**src/rtl/first_guess_reg.sv**
```systemverilog
// Reciprocal seed for the Goldschmidt divider: one-hot F = 2^-(k+1), k = MSB index of d.
// Latency: 1 cycle, registered outputs. Backpressure: none, outputs update every cycle.
// Reset: asynchronous active-low, clears f and d_zero.
module first_guess_reg #(
    parameter int I_BITS = 32,
    parameter int F_BITS = 40
) (
    input  logic              clk,
    input  logic              rst,
    input  logic [I_BITS-1:0] d,
    output logic [I_BITS-1:0] f,
    output logic              d_zero
);

    // The divider places f directly below its binary point, so the fraction must fit it.
    if (F_BITS < I_BITS) begin : g_bad_widths
        $error("first_guess_reg: F_BITS must be >= I_BITS");
    end

    logic [I_BITS-1:0] f_d;
    logic [I_BITS-1:0] f_q;
    logic              d_zero_d;
    logic              d_zero_q;

    // Scanning upward lets the highest set bit overwrite lower ones (priority encode).
    // That bit at index k maps to output bit I_BITS-1-k, i.e. weight 2^-(k+1).
    always_comb begin
        f_d      = '0;
        d_zero_d = (d == '0);
        for (int i = 0; i < I_BITS; i++) begin
            if (d[i]) begin
                f_d = '0;
                f_d[I_BITS-1-i] = 1'b1;
            end
        end
    end

    always_ff @(posedge clk or negedge rst) begin
        if (!rst) begin
            f_q      <= '0;
            d_zero_q <= 1'b0;
        end else begin
            f_q      <= f_d;
            d_zero_q <= d_zero_d;
        end
    end

    assign f      = f_q;
    assign d_zero = d_zero_q;

endmodule

```
**config.mk**
```make
export PLATFORM = sky130hd
export DESIGN_NAME = first_guess_reg
export DESIGN_NICKNAME = d
export VERILOG_FILES = /design/src/rtl/first_guess_reg.sv
export SDC_FILE = /design/constraint.sdc
export NUM_CORES = 1
export LEC_CHECK = 0
export BUFFER_PORTS_ARGS = -buffer_cell sky130_fd_sc_hd__buf_2
export CORE_MARGIN = 4
export CORE_UTILIZATION = 43
export CTS_CLUSTER_DIAMETER = 120
export DETAILED_ROUTE_END_ITERATION = 10
export PLACE_DENSITY_LB_ADDON = 0.25
export SETUP_SLACK_MARGIN = 0.5
export SLEW_MARGIN = 20
export SYNTH_ARGS = -nofsm -noshare
export SYNTH_HDL_FRONTEND = slang
export SYNTH_SLANG_ARGS = --single-unit
```
**constraint.sdc**
```tcl
create_clock -name clk -period 0.8 [get_ports clk]
set_clock_uncertainty 0.2 [all_clocks]
set_input_delay 0.08 -clock clk [delete_from_list [all_inputs] [get_ports clk]]
set_output_delay 0.08 -clock clk [all_outputs]
set_load 0.03 [all_outputs]
```
Word-level counts from Yosys, hierarchy flattened. Index checks and enable logic that the tools add are counted.

$mul: 0. Eq/ne operators: 0. Shift operators: 0. Add/sub/neg operators: 0. Reduce and logical (&&, ||, !) cells: 1. Multiplexer cells: 32. Div/mod/pow operators: 0. Bitwise logic cells: 0. Magnitude comparators: 0.

Operator list (count): $mux 32 (32); $logic_not 32->1 (1).

Memories: 0. ROM bits: 0. Flip-flop bits (word level): 33. Input bits: 34. Output and inout bits: 33. Latch bits: 0. RAM bits: 0. Logic and storage cells: 35.

Longest topological paths before layout. Gate-level depths: netlist of the first run.

Depth after elaboration: 32. Gate-level depth with buffers: 5. Mapped depth without buffers: 4.

Least setup slack after synthesis of the first run. OpenSTA, ideal clock, no wires.

Path type: input -> register. Start: input d[28]. End: register f_q[21] (netlist: f[21]). Arrival time: 1755 ps. Cell stages on the path: 5. Setup slack: -1224 ps. Setup time: 68 ps. Data required time: 532 ps. Path buffers: 1. Path through: or4_4 -> or4_4 -> buf_6 -> nor4b_4 -> and4b_1.

Longest elaborated chain between the ends: 4.

Ends and longest elaborated chain: start: declaration (RTL line 10) `input logic [I_BITS-1:0] d,`; $mux 32 (4 in series) (RTL line 31) `if (d[i]) begin`; named net f_d[21] (RTL line 20) `logic [I_BITS-1:0] f_d;`; end signal: assignment (RTL line 40) `f_q <= '0;`; end signal: assignment (RTL line 43) `f_q <= f_d;`; end: declaration (RTL line 21) `logic [I_BITS-1:0] f_q;`.

The timed path passes the listed nets, and every way through them passes these cells.

Worst setup path in the final report of the first run. Ends and elaborated chain as after synthesis.

==> metrics.md, run 1 <==
| Metric | Value |
|---|---|
| Seq pwr share | 0.557 |
| Shortest period the worst path allows | 1.82 ns |
| Post-Syn Area | 1240 um2 |
| Failing checks | hold timing, setup timing |
| Ratio of cells with drive above 1 in the final layout | 0.760 |
| Yosys reg bits | 33 |
| Most frequent cell after synthesis | dfrtp_1 |
| Worst Setup Start Kind | primary input |
| ANT cells | 0 |
| Post-route ant nets | 0 |
| Post-synth top cells | dfrtp_1 (33), nor2_1 (12), and3_1 (8) |
| Vias per inst | 5.04 |
| Status | finished with violations |
| Design area | 2270 um2 |
| Final TNS setup | -35.77 ns |
| Post-synthesis area per instance | 13.3 um2 |
| FILL cells | 158 |
| Top cell type's share of synthesized area | 0.667 |
| Slew @ Worst Pin | 0.287 ns |
| Sw Ratio | 0.232 |
| Unrepaired setup endpoints after global routing | true |
| Fraction of registers with async set/reset | 1.00 |
| Clock transition at path regs | roughly 0.10 ns |
| Leak pwr | 1.16 nW |
| Num rows | 19 |
| Gate Count Post-Synth | 93 |
| Ys Warns | 0 |
| Port bufs | 66 |
| CP Capture Type | flip-flop |
| Final Hold Fails | 66 |
| Clock Power Share | 0.314 |
| Synth cell types | 23 |
| Power per cell area | 1330 nW/um2 |
| Vias | 1143 |
| Detail Placement HPWL | 2.54 mm |
| Pin count of the biggest net entering global routing | 34 |
| Final net count | roughly 230 |
| CTS buffer count | 5 |
| Post-synth top flop | dfrtp_1 |
| 1st-pass router iterations | 4 |
| EDFF count, synth | 0 |
| DR WL/cell | approximately 15 um |
| Seq/Total Area, Yosys | 0.667 |
| Iteration-0 DRC Markers | 16 |
| Combinational power share | 0.129 |
| Hold crit path type | primary input to asynchronous set/reset pin |
| Top post-synthesis cells by area | dfrtp_1 (67%), and3_1 (4.0%), nor2_1 (3.6%) |
| Register area | 861 um2 |
| Pins over their slew limit | 0 |
| Max FO, Critical Path | 5 |
| First-pass GRT wire length | 5.49 mm |
| Worst Setup Path Type | primary input to flip-flop |
| Clock sinks | 33 |
| Initial Util | 0.449 |
| Post-route DRC | 0 |
| Wl on met1 | ~1.1 mm |
| Fin worst setup slack | -1.02 ns |
| Pint | 2.32 mW |
| Clk buf depth | 2 |
| Slew headroom | 0.807 |
| Critical path required time | 0.86 ns |
| Highest metal used | met4 |
| Overall Global Routing Usage | 0.208 |
| Final WL | 3.48 mm |
| PnR Total Power | 3.02 mW |
| Area growth, synth to finish | 83.2% |
| Congestion Overflow GR | 0 |
| Vias in the first global route | 1241 |
| Final setup violation count | 62 |
| Met2 Wirelength | approximately 2.1 mm |
| WHS | -0.514 ns |
| F_max | around 0.55 GHz |
| Initial antenna violation count | 0 |
| Peak VDD IR | 1430 uV |
| Placement Cell Area | 1840 um2 |
| Core footprint | 2760 um2 |
| Die area | 3800 um2 |
| H-tree depth | 2 |
| Height of the chip | 61.7 um |
| Period utilisation layout | 2.28 |
| Post-synth top area cell | dfrtp_1 |
| CTS tree | built |
| Die width | 61.7 um |
| Max_cap viols | 0 |
| Ports | 67 |
| Multi-input logic area | between 400 and 500 um2 |
| Psw | 0.701 mW |
| Arr. time, crit path | 1.88 ns |
| Net count after synthesis | 127 |
| Final Non-Filler Cells | 227 |
| Gp weighted congestion | approximately 0.75 |
| Met3 WL | 303 um |
| Dpl cells | 214 |
| Clock root buffer | clkbuf_4 |
-- cells in the final DEF, fill, tap and decap left out, types with 2 or more instances in the layout --
cell type,instances
or4_4,2
and2_1,4
clkbuf_1,2
nor3_1,3
nor2b_1,2
nor4_1,2
nor4b_4,3
and3b_1,3
buf_4,24
dfrtp_2,28
nor2_2,2
inv_1,3
nor4b_2,2
dfrtp_1,5
and4_1,2
clkbuf_4,5
and3_1,6
nor2_1,9
buf_2,29
nor3b_2,3
and4b_1,3
buf_6,41
and3_4,2
-- power groups by stage --
stage	registers (mW)	logic [mW]	clock network, mW
2_1_floorplan	1.74	0.0406	0
3_3_place_gp	1.71	0.312	0
3_5_place_dp	1.71	0.328	0
4_1_cts	1.68	0.378	0.986
5_1_grt	1.68	0.425	1.05
6_report	1.68	0.391	0.950
-- logic make-up (layout without fill, tap and decap cells) --
| group | after synthesis | count (layout) | synth area share |
|---|---|---|---|
| DFF | 33 | 33 | 0.667 |
| and+or+nand+nor | 56 | 56 | 0.315 |
| buffers and inverters | 4 | 107 | 0.0182 |
-- worst max-delay path by stage --
stage           from     to  slack [ns]  cells past startpoint
6_report       d[28]  f[21]       -1.02                      6
5_1_grt        d[28]  f[21]       -1.07                      6
4_1_cts        d[28]  f[24]       -1.02                      6
3_5_place_dp   d[28]  f[24]       -1.41                      5
3_3_place_gp   d[28]  f[24]       -1.33                      5
2_1_floorplan  d[28]  f[21]       -1.22                      5
-- layer usage --
metal  track usage  vias to the layer above
met5             0                        -
met4        0.0576                        0
met3        0.0985                        5
met2         0.393                       40
met1         0.197                      561
li1              -                      537
-- per-stage QoR --
step                setup slack, ns   util
floorplan                     -1.22      -
global placement              -1.33  0.668
detailed placement            -1.41  0.668
CTS                           -1.02  0.809
global route                  -1.07  0.823
finish                        -1.02  0.823
-- repair_timing --
action / CTS / global route
pin swaps: 5 / 6
endpoints found under the setup margin: 65 / 66
buffers inserted: 4 / 1
resized for setup: 84 / 7
endpoints found under the hold margin: 66 / 66
-- flip-flops by register name, indices dropped and copies added (netlist names) --
| register | flops |
|---|---|
| f | 32 |
| d_zero | 1 |
-- critical path, stage by stage --
cell and delay, ns:
buf_6 0.09, or4_4 0.54, or4_4 0.53, nor4b_4 0.26
buf_4 0.18, and4b_1 0.19
-- final cells by class --
class,count,area share
Sequential cell,33,0.379
Timing Repair Buffer,96,0.362
Multi-Input combinational cell,56,0.211
Clock buffer,8,0.0259
Tap cell,31,0.0171
Inverter,3,0.00496
Note: power is estimated with default switching activity, not from simulation.
==> run 2, diff against run 1 <==
Settings changed: CELL_PAD_IN_SITES_DETAIL_PLACEMENT from default to 1, CELL_PAD_IN_SITES_GLOBAL_PLACEMENT from default to 2, CORE_UTILIZATION 43 to 26.
==> metrics.md, run 2 (synthesis results as in run 1) <==
| Metric | Value |
|---|---|
| Clock transition at path regs | 0.07 ns |
| DR WL/cell | 15.4 um |
| CP peak stage delay | 0.54 ns |
| Power per cell area | 1550 nW/um2 |
| CTS buffer count | 5 |
| Clk buf depth | 2 |
| Met3 usage in global routing | 0.0468 |
| Critical path required time | 0.81 ns |
| Num rows | 24 |
| Peak VDD IR | 942 uV |
| Ratio of cells with drive above 1 in the final layout | 0.781 |
| Hold crit path type | primary input to asynchronous set/reset pin |
| Height of the chip | around 77 um |
| Top cell by count, worst path | or4_4 |
| Arr. time, crit path | approximately 1.8 ns |
| Shortest period the worst path allows | 1.81 ns |
| 1st-pass router iterations | 2 |
| Pin count of the biggest net entering global routing | 34 |
| Final Hold Fails | between 60 and 70 |
| Final setup violation count | 62 |
| Gp weighted congestion | ~0.74 |
| Worst Setup Start Kind | primary input |
| Slew headroom | 0.782 |
| Area growth, synth to finish | 92.5% |
| Unrepaired setup endpoints after global routing | true |
| GR peak layer | met2 |
| Initial antenna violation count | 0 |
| Leak pwr | 1.20 nW |
| Clock root buffer | clkbuf_8 |
| Period utilisation layout | 2.26 |
| Vias per inst | 4.60 |
| Clock sinks | 33 |
| Congestion Overflow GR | 0 |
| Fin worst setup slack | -1.01 ns |
| CP Capture Type | flip-flop |
| Max FO, Critical Path | 4 |
| Worst Setup Path Type | primary input to flip-flop |
| Post-route DRC | 0 |
| Max reg flops | 32 |
| Vias | 1141 |
| WHS | -0.453 ns |
| Port bufs | 66 |
| Die width | roughly 77 um |
| Ports | 67 |
| Detail Placement HPWL | 2.91 mm |
| Initial Util | 0.277 |
| Die area | 5930 um2 |
| CP bufs+invs | 2 |
| Core footprint | 4470 um2 |
| Iteration-0 DRC Markers | 42 |
| Met2 track demand over resource | 0.251 |
| First-pass GRT wire length | 6.44 mm |
| Max_cap viols | 0 |
| ANT cells | 0 |
| Status | finished with violations |
| F_max | around 0.55 GHz |
| Final TNS setup | -34.27 ns |
| CP Cell Sequence | buf_6 -> or4_4 -> or4_4 -> nor4b_4 -> buf_4 -> and4b_1 |
| Vias in the first global route | 1310 |
| Failing checks | hold timing, setup timing |
| Post-route ant nets | 0 |
| CTS tree | built |
| Pre-CTS setup slack | -1.41 ns |
| Commonest cells after routing, fill and taps aside | buf_6 (45), dfrtp_2 (28), buf_2 (27) |
| Worst path top cell family by delay | simple AND/OR/NAND/NOR gates |
| Overall Global Routing Usage | 0.138 |
| Slew @ Worst Pin | between 0.3 and 0.4 ns |
| Crit path max-delay cell type | or4_4 |
| Pins over their slew limit | 0 |
| Final WL | 3.81 mm |
| H-tree depth | 2 |
| Routing usage on met1 | 0.149 |
| Most common cell after layout, fill and taps aside | buf_6 |
| Final net count | about 230 |
run 2: cell types whose count changed in the layout (fill, tap and decap cells not counted), sizes merged:
cell / delta
clkbuf: -1
bufinv: +1
run 2: worst max-delay path by stage:
| stage | to | from | slack (ns) | cells after the start |
|---|---|---|---|---|
| finish | f[24] | d[24] | -1.01 | 6 |
| CTS | f[24] | d[28] | -1.07 | 6 |
| global placement | f[24] | d[28] | -1.35 | 5 |
| floorplan | f[21] | d[28] | -1.22 | 5 |
| detailed placement | f[25] | d[28] | -1.41 | 5 |
| global route | f[24] | d[24] | -1.07 | 6 |
run 2: stage by stage:
step / hold WS (ns) / utilization / total power [mW] / cell area, um2 / instances
2_1_floorplan: -0.416 / - / 1.78 / 1280 / 93
3_3_place_gp: -0.151 / 0.419 / 2.03 / 1880 / 236
3_5_place_dp: -0.146 / 0.419 / 2.05 / 1880 / 236
4_1_cts: -0.453 / 0.518 / 3.71 / 2320 / 248
5_1_grt: -0.450 / 0.533 / 3.87 / 2380 / 248
6_report: -0.453 / 0.533 / 3.70 / 2380 / 248
run 2: timing repair:
item / 4_1_cts / 5_1_grt
buffers inserted: 4 / 0
pin swaps: 8 / 8
hold endpoints to repair: 65 / 64
endpoints found under the setup margin: 66 / 65
resized for setup: 84 / 15
run 2: cell type report:
class                   instances  area, um2
multi-input cells              56        497
repair buffers                 96        835
inverters                       3       11.3
well taps                      52       65.1
clock buffers                   7       86.3
flip-flops and latches         33        861
clock inverters                 1       30.0
fillers                       488       2090
run 2: power by group:
group | switching [mW] | internal [mW]
clock | 0.598 | 1.02
sequential | 0.00525 | 1.68
combinational | 0.184 | 0.214
run 2: layer usage:
| metal | part of all wire | wire length, um | up-vias |
|---|---|---|---|
| met5 | 0 | 0 | - |
| met4 | 0.012 | 44 | 0 |
| met3 | 0.064 | 244 | 5 |
| met2 | 0.56 | 2130 | 39 |
| met1 | 0.36 | 1390 | 568 |
| li1 | - | - | 529 |
